[src/rtl/sync_fifo_pkg.sv]
// Shared defaults and read-mode encoding for the sync_fifo_ext block family.
package sync_fifo_pkg;

    localparam int DEF_ADDR_WIDTH = 3;
    localparam int DEF_DATA_WIDTH = 8;
    localparam int DEF_AE_LEVEL   = 2;
    localparam int DEF_FWFT       = 1;

    typedef enum logic {
        MODE_REGISTERED = 1'b0,
        MODE_FWFT       = 1'b1
    } rd_mode_e;

    function automatic rd_mode_e rd_mode_from_param(input int fwft);
        return (fwft != 0) ? MODE_FWFT : MODE_REGISTERED;
    endfunction

endpackage

[src/rtl/reg_file.sv]
// Simple dual-port register array: one synchronous write port, one combinational read port.
// No reset on the storage; contents are don't-care until written.
module reg_file #(
    parameter int ADDR_WIDTH = 3,
    parameter int DATA_WIDTH = 8
) (
    input  logic                  clk,
    input  logic                  wr_en_i,
    input  logic [ADDR_WIDTH-1:0] waddr_i,
    input  logic [DATA_WIDTH-1:0] wdata_i,
    input  logic [ADDR_WIDTH-1:0] raddr_i,
    output logic [DATA_WIDTH-1:0] rdata_o
);

    logic [DATA_WIDTH-1:0] mem_q [2**ADDR_WIDTH];

    always_ff @(posedge clk) begin
        if (wr_en_i) begin
            mem_q[waddr_i] <= wdata_i;
        end
    end

    assign rdata_o = mem_q[raddr_i];

endmodule

[src/rtl/sync_fifo_ctrl.sv]
// FIFO bookkeeping: pointers, occupancy, status flags and sticky error flags.
// Flags decode only from the registered count; accept strobes are combinational from wr/rd.
module sync_fifo_ctrl #(
    parameter int ADDR_WIDTH = 3,
    parameter int AF_LEVEL   = 6,
    parameter int AE_LEVEL   = 2
) (
    input  logic                  clk,
    input  logic                  reset_i,
    input  logic                  flush_i,
    input  logic                  wr_i,
    input  logic                  rd_i,
    output logic                  wr_accept_o,
    output logic                  rd_accept_o,
    output logic [ADDR_WIDTH-1:0] w_addr_o,
    output logic [ADDR_WIDTH-1:0] r_addr_o,
    output logic [ADDR_WIDTH:0]   count_o,
    output logic                  full_o,
    output logic                  empty_o,
    output logic                  almost_full_o,
    output logic                  almost_empty_o,
    output logic                  overflow_o,
    output logic                  underflow_o
);

    localparam logic [ADDR_WIDTH:0] DEPTH_CNT = {1'b1, {ADDR_WIDTH{1'b0}}};
    localparam logic [ADDR_WIDTH:0] AF_CNT    = AF_LEVEL[ADDR_WIDTH:0];
    localparam logic [ADDR_WIDTH:0] AE_CNT    = AE_LEVEL[ADDR_WIDTH:0];

    logic [ADDR_WIDTH-1:0] w_addr_q, w_addr_d;
    logic [ADDR_WIDTH-1:0] r_addr_q, r_addr_d;
    logic [ADDR_WIDTH:0]   count_q, count_d;
    logic                  overflow_q, overflow_d;
    logic                  underflow_q, underflow_d;
    logic                  full, empty, wr_acc, rd_acc, quiet;

    assign full  = (count_q == DEPTH_CNT);
    assign empty = (count_q == '0);
    // Accepts are suppressed while reset/flush own the cycle so memory is left untouched.
    assign quiet  = reset_i || flush_i;
    assign rd_acc = !quiet && rd_i && !empty;
    assign wr_acc = !quiet && wr_i && (!full || rd_acc);

    always_comb begin
        w_addr_d    = w_addr_q;
        r_addr_d    = r_addr_q;
        count_d     = count_q;
        overflow_d  = overflow_q;
        underflow_d = underflow_q;
        if (wr_acc) begin
            w_addr_d = w_addr_q + ADDR_WIDTH'(1);
        end
        if (rd_acc) begin
            r_addr_d = r_addr_q + ADDR_WIDTH'(1);
        end
        case ({wr_acc, rd_acc})
            2'b10:   count_d = count_q + (ADDR_WIDTH+1)'(1);
            2'b01:   count_d = count_q - (ADDR_WIDTH+1)'(1);
            default: count_d = count_q;
        endcase
        if (wr_i && full && !rd_acc) begin
            overflow_d = 1'b1;
        end
        if (rd_i && empty) begin
            underflow_d = 1'b1;
        end
    end

    always_ff @(posedge clk) begin
        if (reset_i || flush_i) begin
            w_addr_q    <= '0;
            r_addr_q    <= '0;
            count_q     <= '0;
            overflow_q  <= 1'b0;
            underflow_q <= 1'b0;
        end else begin
            w_addr_q    <= w_addr_d;
            r_addr_q    <= r_addr_d;
            count_q     <= count_d;
            overflow_q  <= overflow_d;
            underflow_q <= underflow_d;
        end
    end

    assign wr_accept_o    = wr_acc;
    assign rd_accept_o    = rd_acc;
    assign w_addr_o       = w_addr_q;
    assign r_addr_o       = r_addr_q;
    assign count_o        = count_q;
    assign full_o         = full;
    assign empty_o        = empty;
    assign almost_full_o  = (count_q >= AF_CNT);
    assign almost_empty_o = (count_q <= AE_CNT);
    assign overflow_o     = overflow_q;
    assign underflow_o    = underflow_q;

endmodule

[src/rtl/sync_fifo_ext.sv]
// Synchronous FIFO with status/error flags; FWFT shows the head combinationally, registered mode
// returns read data one cycle after the accepted rd. Full rejects writes unless a read frees a slot.
module sync_fifo_ext
    import sync_fifo_pkg::*;
#(
    parameter int ADDR_WIDTH = DEF_ADDR_WIDTH,
    parameter int DATA_WIDTH = DEF_DATA_WIDTH,
    parameter int AF_LEVEL   = (2**ADDR_WIDTH) - 2,
    parameter int AE_LEVEL   = DEF_AE_LEVEL,
    parameter int FWFT       = DEF_FWFT
) (
    input  logic                  clk,
    input  logic                  reset,
    input  logic                  flush,
    input  logic                  wr,
    input  logic [DATA_WIDTH-1:0] w_data,
    input  logic                  rd,
    output logic [DATA_WIDTH-1:0] r_data,
    output logic                  r_valid,
    output logic                  full,
    output logic                  empty,
    output logic                  almost_full,
    output logic                  almost_empty,
    output logic [ADDR_WIDTH:0]   count,
    output logic                  overflow,
    output logic                  underflow
);

    localparam int       DEPTH   = 2**ADDR_WIDTH;
    localparam rd_mode_e RD_MODE = rd_mode_from_param(FWFT);

    if (!(AE_LEVEL >= 0 && AE_LEVEL < AF_LEVEL && AF_LEVEL <= DEPTH)) begin : g_param_check
        $error("sync_fifo_ext: need 0 <= AE_LEVEL < AF_LEVEL <= DEPTH");
    end

    logic                  wr_accept, rd_accept;
    logic [ADDR_WIDTH-1:0] w_addr, r_addr;
    logic [DATA_WIDTH-1:0] mem_rdata;

    sync_fifo_ctrl #(
        .ADDR_WIDTH (ADDR_WIDTH),
        .AF_LEVEL   (AF_LEVEL),
        .AE_LEVEL   (AE_LEVEL)
    ) u_ctrl (
        .clk            (clk),
        .reset_i        (reset),
        .flush_i        (flush),
        .wr_i           (wr),
        .rd_i           (rd),
        .wr_accept_o    (wr_accept),
        .rd_accept_o    (rd_accept),
        .w_addr_o       (w_addr),
        .r_addr_o       (r_addr),
        .count_o        (count),
        .full_o         (full),
        .empty_o        (empty),
        .almost_full_o  (almost_full),
        .almost_empty_o (almost_empty),
        .overflow_o     (overflow),
        .underflow_o    (underflow)
    );

    reg_file #(
        .ADDR_WIDTH (ADDR_WIDTH),
        .DATA_WIDTH (DATA_WIDTH)
    ) u_mem (
        .clk     (clk),
        .wr_en_i (wr_accept),
        .waddr_i (w_addr),
        .wdata_i (w_data),
        .raddr_i (r_addr),
        .rdata_o (mem_rdata)
    );

    if (RD_MODE == MODE_FWFT) begin : g_fwft
        // Unwritten storage is never exposed: an empty FIFO presents zero.
        assign r_valid = !empty;
        assign r_data  = empty ? '0 : mem_rdata;
    end else begin : g_registered
        logic [DATA_WIDTH-1:0] r_data_q;
        logic                  r_valid_q;

        always_ff @(posedge clk) begin
            if (reset) begin
                r_data_q  <= '0;
                r_valid_q <= 1'b0;
            end else if (flush) begin
                r_valid_q <= 1'b0;
            end else begin
                r_valid_q <= rd_accept;
                if (rd_accept) begin
                    r_data_q <= mem_rdata;
                end
            end
        end

        assign r_valid = r_valid_q;
        assign r_data  = r_data_q;
    end

endmodule

[config.mk]
export PLATFORM = sky130hd
export DESIGN_NAME = sync_fifo_ext
export DESIGN_NICKNAME = d
export VERILOG_FILES = /design/src/rtl/sync_fifo_pkg.sv /design/src/rtl/reg_file.sv /design/src/rtl/sync_fifo_ctrl.sv /design/src/rtl/sync_fifo_ext.sv
export SDC_FILE = /design/constraint.sdc
export NUM_CORES = 1
export LEC_CHECK = 0
export ABC_AREA = 1
export CAP_MARGIN = 20
export CORE_MARGIN = 1.5
export CORE_UTILIZATION = 50
export CTS_CLUSTER_DIAMETER = 50
export DETAILED_ROUTE_END_ITERATION = 8
export HOLD_SLACK_MARGIN = 0.03
export PLACE_DENSITY = 0.84
export SYNTH_ARGS = -nofsm -noshare
export SYNTH_HDL_FRONTEND = slang
export SYNTH_SLANG_ARGS = --single-unit
[constraint.sdc]
create_clock -name clk -period 2.27 [get_ports clk]
set_clock_uncertainty 0.2 [all_clocks]
set_input_delay 0.681 -clock clk [delete_from_list [all_inputs] [get_ports clk]]
set_output_delay 0.681 -clock clk [all_outputs]
set_load 0.01 [all_outputs]
==> impl_metrics.toml <==
[placed_design]
place_area_um2 = 4070
io_buffer_count = 31
dpl.hpwl_um = 5190
place.gp.congestion = 0.917
place_inst = 437

[floorplan]
die-area_um2 = 7160
core_um2 = 6390
ioPinCount = 32
die_w_um = 84.6
die_h_um = 84.6
initial_core_util = 0.522
rows = 29

[grt]
grt_pass1_vias = 2518
grt_start_max_net_pins = 17
met3_usage = 0.0551
top_usage_layer = "met2"
grt_pass1_wl_um = 12400
met2_usage = 0.384
grt-ovfl-total = 0
grt_use_total = 0.231
antenna_found_initial = 0
grt_use_met1 = 0.291

[route]
ant_nets = 0
firstDrtPassIters = 5
vias = 2662
routed_wl_um = 8730
dr.first_iter.drc_count = 305
drc = 0
wire_per_inst_um = 18.8
avgViaCountPerCell = 5.72

[worst_setup_path]
critPathKind = "flop to output port"
end_kind = "output port"
critPathMaxFanout = 8
required_ns = 1.39
cp_slowest_cell = "dfxtp_4"
worstPathCellList = "buf_8, o21ai_1, o22ai_2, nor2_2, nor2_2, buf_2"
slowest_delay_ns = 0.41
r2r_start = "u_ctrl.count_o[3]"
critPathArrivalTime_ns = 1.63
worst_setup_path_start_kind = "flop"
cp_common_cell = "nor2_2"

[yosys]
syn_nets = 319
ys_warn_count = 0
netlist_area_um2 = 3330
synth_seq_cells = 79
synthCells = 301
syn_avg_cell_area_um2 = 11.1
synth.distinct_cells = 25
ys_seq_area_frac = 0.667

[final_layout]
n_antenna_cell = 0
layoutNonFillerInstCount = 465
final_cell_mix = "64 x edfxtp_1, 52 x nor2_1, 34 x buf_4"
final_cell_area_um2 = 4520
nets = 401
syn_to_final_growth_pct = 35.7
layout-drive-gt1-share = 0.343
fillers = 396
mostFrequentLayoutCell = "edfxtp_1"

[clock_network]
htree_levels = 3
clockRootBuffer = "clkbuf_8"
clock_path_buffers = 2
path_clk_slew_ns = 0.08
cts_tree = "built"
cts_buffers = 9
worstSkewPairLatency_ns = 0.35
cts_sinks = 79

[power_and_ir_drop]
power_switching_w = 0.000632
power_frac_seq = 0.561
power.leakage_nw = 1.75
p_int_w = 0.00218
p_comb_frac = 0.081
p_clk_frac = 0.358
powerDensity_nw_per_um2 = 621
ir_drop_mv = 0.367
switching_share = 0.225

[timing]
fmax_ghz = 0.398
rsz0062_at_grt = "yes"
hold_slack_ns = 0.274
final-hold-violation-count = 0
slew_viol_final = 0
max_slew_margin = 0.776
fin_crit_sh = 1.11
final.setup.worst_slack_ns = -0.243
fin_tns_setup_ns = -1.47
setup_violations = 9
post-route-min-period_ns = 2.51
worst_pin_slew_ns = 0.335

[status]
violations = "negative setup slack"
status = "finished, violations left"

[flow_run]
drv_cap = 0

[worst_hold_path]
hold_path.class = "flop to flop"
hold_path_startpoint = "u_ctrl.r_addr_o[2]"
[cells by family (layout without fill, tap and decap cells)]
family,Yosys count,in the layout,share of synthesized area
buf+inv,32,119,0.0391
xor+xnor,3,3,0.00789
flops,79,79,0.667
simple gates,114,114,0.155
compound gates,68,68,0.112
fa+ha+maj,5,5,0.0188
[final cells by class]
class / count / area, µm² / area share
tap: 77 / 96.3 / 0.0213
sequential: 79 / 2230 / 0.494
inverter: 21 / 86.3 / 0.0191
clock buffer: 9 / 124 / 0.0274
multi-input combinational: 190 / 1150 / 0.254
clock inverter: 7 / 63.8 / 0.0141
timing repair buffer: 82 / 771 / 0.170
[synthesized netlist by cell type (all sizes together)]
cell type | n | share of area
a21oi | 11 | 0.017
buf | 6 | 0.0090
clkbuf | 5 | 0.0056
dfxtp | 15 | 0.090
edfxtp | 64 | 0.58
ha | 5 | 0.019
inv | 21 | 0.024
nand2 | 31 | 0.040
nand3 | 10 | 0.017
nor2 | 72 | 0.096
o211ai | 8 | 0.018
o21a | 1 | 0.0023
o21ai | 40 | 0.060
o22ai | 8 | 0.015
or2 | 1 | 0.0026
xnor2 | 2 | 0.0053
xor2 | 1 | 0.0026
[registers in the layout (all words and copies together) (netlist names), named ones only]
register,count
u_mem.mem_q,64
u_ctrl.underflow_o,1
u_ctrl.w_addr_o,3
u_ctrl.overflow_o,1
u_ctrl.count_o,4
u_ctrl.r_addr_o,3
[worst max-delay path, delay by kind of cell (launching register included)]
kind | cells | cell delay, ns
and+or+nand+nor | 2 | 0.22
DFF | 1 | 0.41
AOI/OAI and AO/OA | 2 | 0.34
buffers and inverters | 2 | 0.31
[routing by layer]
layer	share of wire	vias to the layer above
met1	0.39	1291
met4	0.025	0
li1	-	1212
met2	0.51	132
met5	0	-
met3	0.076	27
[stage by stage]
stage	setup slack (ns)	util	total power (W)
finish	-0.243	0.708	0.00281
global route	-0.309	0.708	0.00288
CTS	-0.230	0.684	0.00276
detailed placement	-0.583	0.637	0.00180
global placement	-0.489	0.637	0.00179
floorplan	0.00721	-	0.00168
[what timing repair did]
item	CTS	global route
resized for setup	89	55
cloned	3	1
buffers inserted	4	5
pin swaps	21	33
setup endpoints to repair	50	18
hold buffers	0	0
[final timing paths]
path | end | slack [ns] | depth (start not counted)
setup / recovery | r_data[1] | -0.24 | 6
hold / removal | flop | 0.27 | 2
setup reg to reg | u_ctrl.count_o[2] | -0.01 | 15
hold reg to reg | flop | 0.27 | 2
[power groups by stage]
stage / registers, W / logic (W) / clock network [W]
2_1_floorplan: 0.00161 / 0.0000716 / 0
3_3_place_gp: 0.00161 / 0.000185 / 0
3_5_place_dp: 0.00161 / 0.000193 / 0
4_1_cts: 0.00157 / 0.000190 / 0.00100
5_1_grt: 0.00157 / 0.000242 / 0.00107
6_report: 0.00157 / 0.000228 / 0.00100
No activity file was read; power rests on OpenSTA's default activity.
